[src/rtl/serial_adder_pkg.sv]
// Shared definitions for the bit-serial adder: FSM state encoding and
// a helper that sizes the bit counter.
package serial_adder_pkg;

  typedef enum logic [1:0] {
    S_IDLE = 2'd0,
    S_RUN  = 2'd1,
    S_DONE = 2'd2
  } state_e;

  // Width of a counter that must reach width-1 without wrapping early.
  function automatic int cntWidth(input int width);
    return (width <= 2) ? 1 : $clog2(width);
  endfunction

endpackage

[src/rtl/full_adder.sv]
// Single-bit full adder cell used by the serial adder for per-bit arithmetic.
module full_adder (
  input  logic a,
  input  logic b,
  input  logic cin,
  output logic sum,
  output logic carry
);

  assign sum   = a ^ b ^ cin;
  assign carry = (a & b) | (a & cin) | (b & cin);

endmodule

[src/rtl/serial_adder.sv]
// Bit-serial WIDTH-bit adder: one operand bit pair per clock through a single
// full_adder cell, LSB first, with the running carry held in a flip-flop.
module serial_adder
  import serial_adder_pkg::*;
#(
  parameter int WIDTH = 8
) (
  input  logic             clk,
  input  logic             rst,
  input  logic             start,
  input  logic [WIDTH-1:0] a_in,
  input  logic [WIDTH-1:0] b_in,
  input  logic             cin_in,
  output logic             busy,
  output logic             done,
  output logic [WIDTH-1:0] sum_out,
  output logic             cout
);

  localparam int CNT_W = cntWidth(WIDTH);
  localparam logic [CNT_W-1:0] LAST_BIT = CNT_W'(WIDTH - 1);

  state_e           state_q, state_d;
  logic [WIDTH-1:0] aSr_q, aSr_d;
  logic [WIDTH-1:0] bSr_q, bSr_d;
  logic [WIDTH-2:0] sSr_q, sSr_d;
  logic [WIDTH-1:0] sum_q, sum_d;
  logic             carry_q, carry_d;
  logic             cout_q, cout_d;
  logic [CNT_W-1:0] cnt_q, cnt_d;

  logic             faSum;
  logic             faCarry;
  logic [WIDTH-1:0] sumNext;

  full_adder uFullAdder (
    .a    (aSr_q[0]),
    .b    (bSr_q[0]),
    .cin  (carry_q),
    .sum  (faSum),
    .carry(faCarry)
  );

  // The oldest sum bit is never needed again, so the partial-sum register is
  // one bit narrower than the result and the final bit goes straight to sum_q.
  assign sumNext = {faSum, sSr_q};

  always_ff @(posedge clk or posedge rst) begin
    if (rst) begin
      state_q <= S_IDLE;
      aSr_q   <= '0;
      bSr_q   <= '0;
      sSr_q   <= '0;
      sum_q   <= '0;
      carry_q <= 1'b0;
      cout_q  <= 1'b0;
      cnt_q   <= '0;
    end else begin
      state_q <= state_d;
      aSr_q   <= aSr_d;
      bSr_q   <= bSr_d;
      sSr_q   <= sSr_d;
      sum_q   <= sum_d;
      carry_q <= carry_d;
      cout_q  <= cout_d;
      cnt_q   <= cnt_d;
    end
  end

  always_comb begin
    state_d = state_q;
    aSr_d   = aSr_q;
    bSr_d   = bSr_q;
    sSr_d   = sSr_q;
    sum_d   = sum_q;
    carry_d = carry_q;
    cout_d  = cout_q;
    cnt_d   = cnt_q;

    case (state_q)
      S_IDLE, S_DONE: begin
        if (start) begin
          aSr_d   = a_in;
          bSr_d   = b_in;
          carry_d = cin_in;
          cnt_d   = '0;
          state_d = S_RUN;
        end else begin
          state_d = S_IDLE;
        end
      end

      S_RUN: begin
        aSr_d   = {1'b0, aSr_q[WIDTH-1:1]};
        bSr_d   = {1'b0, bSr_q[WIDTH-1:1]};
        sSr_d   = sumNext[WIDTH-1:1];
        carry_d = faCarry;
        cnt_d   = cnt_q + CNT_W'(1);
        // Last bit: publish the result and park the counter at zero.
        if (cnt_q == LAST_BIT) begin
          sum_d   = sumNext;
          cout_d  = faCarry;
          cnt_d   = '0;
          state_d = S_DONE;
        end
      end

      default: begin
        state_d = S_IDLE;
      end
    endcase
  end

  assign busy    = (state_q == S_RUN);
  assign done    = (state_q == S_DONE);
  assign sum_out = sum_q;
  assign cout    = cout_q;

endmodule

[config.mk]
export PLATFORM = sky130hd
export DESIGN_NAME = serial_adder
export DESIGN_NICKNAME = d
export VERILOG_FILES = /design/src/rtl/serial_adder_pkg.sv /design/src/rtl/full_adder.sv /design/src/rtl/serial_adder.sv
export SDC_FILE = /design/constraint.sdc
export NUM_CORES = 1
export LEC_CHECK = 0
export CAP_MARGIN = 20
export CORE_MARGIN = 2
export CORE_UTILIZATION = 51
export CTS_CLUSTER_DIAMETER = 150
export DETAILED_ROUTE_END_ITERATION = 7
export GPL_ROUTABILITY_DRIVEN = 1
export PLACE_DENSITY = 0.87
export SYNTH_ARGS = -nofsm -noshare
export SYNTH_HDL_FRONTEND = slang
export SYNTH_SLANG_ARGS = --single-unit
[constraint.sdc]
create_clock -name clk -period 1.8 [get_ports clk]
set_input_delay 0.36 -clock clk [delete_from_list [all_inputs] [get_ports clk]]
set_output_delay 0.36 -clock clk [all_outputs]
set_load 0.01 [all_outputs]
==> flow_summary.json, run 1 <==
{
  "grt_max_degree": 39,
  "cp-start-kind": "flop",
  "power_density_nw_per_um2": 1714,
  "htreeDepth": 2,
  "seq_power_share": 0.411,
  "globalplace.congestion": 0.7686,
  "top_usage_layer": "met2",
  "cts_buffers": 5,
  "route.detailed.drc": 0,
  "root_buffer": "clkbuf_4",
  "viasPerCell": 5.265,
  "via_count": 1211,
  "drv_slew": 0,
  "port_buffers": 30,
  "cp.arrival_ns": 1.31,
  "synth_cells": 146,
  "p_leak_nw": 0.9965,
  "finalHoldViolations": 0,
  "r2r_slack_ns": 0.28,
  "die_h_um": 62.57,
  "ys_seq_area_frac": 0.5436,
  "grt_antenna_before_repair": 0,
  "core-area_um2": 3311,
  "dpl-instance-area_um2": 2083,
  "gr-usage-met2": 0.3038,
  "reg2reg_from": "state_q[1]",
  "min_period_over_period": 0.9259,
  "wl_um": 3124,
  "rsz0062_at_grt": "no",
  "synth_warnings": 0,
  "drive_gt1_frac": 0.2337,
  "path_class": "reg2out",
  "cap_violations": 0,
  "clock_power_share": 0.153,
  "max_freq_ghz": 0.6000,
  "grt-ovfl-total": 0,
  "grt_use_total": 0.1782,
  "dr.pass1.iters": 4,
  "grtUsageMet3": 0.04865,
  "stdcell_area_um2": 2175,
  "ys_ff_latch": 38,
  "die-area_um2": 3914,
  "crit_fanout": 2,
  "avgRoutedWirePerCell_um": 13.58,
  "cp-end-kind": "output pin",
  "switchingPower_mw": 1.327,
  "use_met1": 0.2233,
  "synth_area_um2": 1749,
  "sw_frac_of_total": 0.3560,
  "multiInputGateArea_um2": 713.2,
  "max-vdd-ir-drop_uv": 840.0,
  "syn_nets": 169,
  "internal_power_mw": 2.401,
  "clock_path_buffers": 2,
  "cp-endpoint": "done",
  "nNetsFinal": 206,
  "p_comb_frac": 0.436,
  "synth_cell_type_count": 30,
  "hpwl_um": 2190,
  "grt_pass1_vias": 1266,
  "critPathRequiredTime_ns": 1.44,
  "worst_pin_slew_ns": 0.5254,
  "final.setup.tns_ns": 0,
  "num_rows": 21,
  "min_period_ns": 1.667,
  "r2r_end": "cout",
  "cts_sinks": 38,
  "area_growth_pct": 24.32,
  "setup_violations": 0,
  "clk_transition_reported_paths_ns": 0.12,
  "clock_latency_ns": 0.35,
  "slew_headroom": 0.6497,
  "outcome": "finished, final reports clean",
  "r2r_cells": 5,
  "start_util": 0.5283,
  "drt.antenna.violating_nets": 0,
  "cts_tree": "yes",
  "grt_pass1_wl_um": 5561,
  "finalClockSkew_ns": 0.01515,
  "syn_avg_cell_area_um2": 11.98,
  "min_path_type": "in2async",
  "startpoint": "state_q[1]",
  "diodes": 0,
  "ios": 31,
  "die_w_um": 62.57,
  "regArea_um2": 952.2,
  "fillers": 274,
  "drt_iter0_markers": 70
}
critical path, cell delays in order, from the launching register on:
cell	delay (ns)
dfrtp_2	0.42
buf_4	0.13
nor2b_1	0.12
dlygate4sd2_1	0.29
final cells by class:
cell class / instances / share of cell area
multi-input combinational: 97 / 0.3280
clock inverter: 3 / 0.01841
clock buffer: 5 / 0.01726
tap: 46 / 0.02647
sequential: 38 / 0.4379
inverter: 3 / 0.007480
timing repair buffer: 38 / 0.1646
power by group through the flow:
stage / clock network [mW] / registers [mW] / logic, mW
after floorplan: 0 / 1.54 / 1.20
after global placement: 0 / 1.53 / 1.58
after detailed placement: 0 / 1.56 / 1.64
after CTS: 0.586 / 1.53 / 1.65
after global routing: 0.632 / 1.59 / 1.80
final: 0.570 / 1.53 / 1.63
layer usage:
metal	share of wire	wire, um
met2	0.50	1558
met1	0.44	1367
met5	0	0
met3	0.051	159
met4	0.012	38
cell usage after synthesis, drive strengths merged:
cell,n,area share
dfrtp,38,0.54
nand2,23,0.059
nor2,14,0.030
nor3,13,0.072
o22ai,12,0.043
mux2,10,0.084
buf,8,0.039
inv,3,0.0093
mux2i,3,0.017
nand3,3,0.0086
o21ai,3,0.0086
a22o,2,0.010
ha,2,0.014
nand2b,2,0.011
nor2b,2,0.0072
a211oi,1,0.0043
a21o,1,0.0043
a21oi,1,0.0029
a221o,1,0.0057
a22oi,1,0.0043
and2b,1,0.0057
and3b,1,0.0050
fa,1,0.011
timing repair:
item | 4_1_cts | 5_1_grt
endpoints found under the setup margin | 2 | 0
hold buffers | 0 | 0
resized for setup | 3 | 0
setup buffers | 2 | 0
hold endpoints to repair | 0 | 0
worst min-delay path by stage:
stage / from / to / slack (ns) / depth (start not counted)
after floorplan: sSr_q[0] / sSr_q[0] / 0.45 / 2
after global placement: sSr_q[0] / sSr_q[0] / 0.47 / 2
after detailed placement: sSr_q[0] / sSr_q[0] / 0.48 / 2
after CTS: rst / sSr_q[2] / 0.42 / 3
after global routing: rst / sSr_q[0] / 0.46 / 3
final: rst / sSr_q[0] / 0.40 / 3
stage by stage:
stage | total power [mW] | cells | util | setup WS, ns | hold slack, ns
3_3_place_gp | 3.106 | 220 | 0.6293 | 0.1901 | 0.4651
4_1_cts | 3.772 | 230 | 0.6568 | 0.1131 | 0.4165
2_1_floorplan | 2.739 | 146 | - | 0.4308 | 0.4458
3_5_place_dp | 3.194 | 220 | 0.6293 | 0.1191 | 0.4796
5_1_grt | 4.014 | 230 | 0.6568 | 0.07101 | 0.4564
6_report | 3.728 | 230 | 0.6568 | 0.1334 | 0.3995
cell usage in the layout, fill, tap and decap left out, types with 2 or more instances in the layout:
cell type        instances
ha_1                     2
nand2_1                 22
nor2_1                  14
clkdlybuf4s50_1         28
nor2b_1                  2
dlygate4sd2_1            2
o21ai_0                  3
nand3_1                  3
o22ai_1                 12
a22o_1                   2
clkbuf_4                 5
mux2_4                   9
mux2i_1                  3
inv_1                    2
buf_4                    8
clkinv_2                 2
nor3_2                  12
dfrtp_1                 37
kinds of logic (layout without fill, tap and decap cells):
family,count (synthesis),in the layout,synth area share
AOI/OAI and AO/OA,22,22,0.08298
adders and majority gates,3,3,0.02575
and+or+nand+nor,59,59,0.1981
muxes,13,13,0.1009
buffers and inverters,11,49,0.04864
DFF,38,38,0.5436
flip-flops by register name (all words and copies together), names as in the netlist:
register,flops
bSr_q,8
cnt_q,3
cout,1
sSr_q,7
state_q,2
sum_out,8
aSr_q,8
carry_q,1
Note: power is estimated with default switching activity, not from simulation.
==> inputs of run 2 (changes only) <==
--- a/config.mk
+++ b/config.mk
@@ -11,7 +11,7 @@
 export CTS_CLUSTER_DIAMETER = 150
 export DETAILED_ROUTE_END_ITERATION = 7
 export GPL_ROUTABILITY_DRIVEN = 1
-export PLACE_DENSITY = 0.87
+export PLACE_DENSITY_LB_ADDON = 0.05
 export SYNTH_ARGS = -nofsm -noshare
 export SYNTH_HDL_FRONTEND = slang
 export SYNTH_SLANG_ARGS = --single-unit
==> flow_summary.json, run 2 (same netlist as run 1, synthesis figures left out) <==
{
  "clock_path_buffers": 2,
  "finalClockSkew_ns": 0.007370,
  "grt_pass1_vias": 1156,
  "max_freq_ghz": 0.5851,
  "crit_fanout": 10,
  "grt_pass1_wl_um": 5616,
  "grt_max_degree": 39,
  "min_path_type": "in2async",
  "clk_transition_reported_paths_ns": 0.11,
  "max-vdd-ir-drop_uv": 735.9,
  "via_count": 1205,
  "cts_buffers": 5,
  "viasPerCell": 5.216,
  "p_total_mw": 3.933,
  "diodes": 0,
  "regArea_um2": 952.2,
  "htreeDepth": 2,
  "finalHoldViolations": 0,
  "grt_use_total": 0.1816,
  "min_period_ns": 1.709,
  "wl_um": 3243,
  "power_density_nw_per_um2": 1775,
  "r2r_end": "aSr_q[1]",
  "cp-start-kind": "flop",
  "critPathTopFamily": "flip-flops",
  "critPathRequiredTime_ns": 1.44,
  "ios": 31,
  "fillers": 279,
  "area_growth_pct": 26.68,
  "die_w_um": 62.57,
  "p_leak_nw": 1.015,
  "slowest_delay_ns": 0.44,
  "drt.antenna.violating_nets": 0,
  "setup_violations": 0,
  "startpoint": "state_q[1]",
  "multiInputGateArea_um2": 713.2,
  "timing.hold.ws_ns": 0.4161,
  "path_buf_inv": 2,
  "die-area_um2": 3914,
  "cp.arrival_ns": 1.35,
  "avgRoutedWirePerCell_um": 14.04,
  "cp_num_cells": 3,
  "port_buffers": 30,
  "path_cells": "nand2b_4 -> inv_6 -> dlygate4sd2_1",
  "min_period_over_period": 0.9496,
  "core-area_um2": 3311,
  "r2r_slack_ns": 0.21,
  "start_util": 0.5283,
  "slowest_stage": "dfrtp_2",
  "nNetsFinal": 207,
  "drt_iter0_markers": 82,
  "final.setup.tns_ns": 0,
  "route.detailed.drc": 0,
  "root_buffer": "clkbuf_4",
  "die_h_um": 62.57,
  "drive_gt1_frac": 0.2378,
  "slew_headroom": 0.6464,
  "hpwl_um": 2096,
  "final_common_cell": "dfrtp_1",
  "clock_latency_ns": 0.35,
  "rsz0062_at_grt": "no",
  "drv_slew": 0,
  "fin_util": 0.6693,
  "globalplace.congestion": 0.7374,
  "layout_common_cells": "dfrtp_1 (37), clkdlybuf4s50_1 (28), nand2_1 (22)",
  "grt-ovfl-total": 0,
  "cp-endpoint": "busy",
  "path_class": "reg2out",
  "worst_pin_slew_ns": 0.5303,
  "num_rows": 21,
  "cp-end-kind": "output pin",
  "dr.pass1.iters": 4,
  "cts_sinks": 38,
  "cts_tree": "yes",
  "outcome": "finished, final reports clean",
  "reg2reg_from": "state_q[0]",
  "r2r_cells": 5,
  "grt_antenna_before_repair": 0,
  "cap_violations": 0
}
==> run 2: changes by cell type in the layout (fill, tap and decap cells not counted) <==
cell,before,now
clkbuf_8,0,1
bufinv_16,1,2
buf_4,8,9
clkinv_2,2,0
==> run 2: worst min-delay path, stage by stage <==
cell,delay [ns]
clkdlybuf4s50_1,0.40
inv_1,0.05
buf_4,0.40
==> run 2: where the power goes <==
group	internal, mW	switching (mW)
Combinational	0.868	0.791
Sequential	1.26	0.265
Clock	0.470	0.283
==> run 2: layer usage <==
layer | GRT usage | part of all wire | vias to the layer above
met5 | 0 | 0 | -
met4 | 0.06667 | 0.019 | 0
met3 | 0.05225 | 0.050 | 8
met2 | 0.2755 | 0.46 | 31
met1 | 0.2488 | 0.47 | 583
li1 | - | - | 583
==> run 2: timing repair <==
| action | CTS | global route |
|---|---|---|
| resized for setup | 3 | 0 |
| setup buffers | 3 | 0 |
| hold buffers | 0 | 0 |
| endpoints found under the setup margin | 2 | 0 |
==> run 2: final cells by class <==
cell class / instances / share of cell area
Tap cell: 46 / 0.02597
Multi-Input combinational cell: 97 / 0.3219
Inverter: 3 / 0.007340
Clock buffer: 6 / 0.02315
Sequential cell: 38 / 0.4297
Clock inverter: 2 / 0.02710
Timing Repair Buffer: 39 / 0.1649
==> run 2: worst min-delay path by stage <==
stage / endpoint / startpoint
2_1_floorplan: sSr_q[0] / sSr_q[0]
3_3_place_gp: sSr_q[0] / sSr_q[0]
3_5_place_dp: sSr_q[0] / sSr_q[0]
4_1_cts: cnt_q[0] / rst
5_1_grt: sSr_q[0] / rst
6_report: sSr_q[1] / rst
==> run 2: metrics by stage <==
stage	cell area [um^2]	cells	worst slack, ns
after floorplan	1749	146	0.4308
after global placement	2083	220	0.1492
after detailed placement	2083	220	0.09104
after CTS	2216	231	0.06692
after global routing	2216	231	0.01720
final	2216	231	0.09077
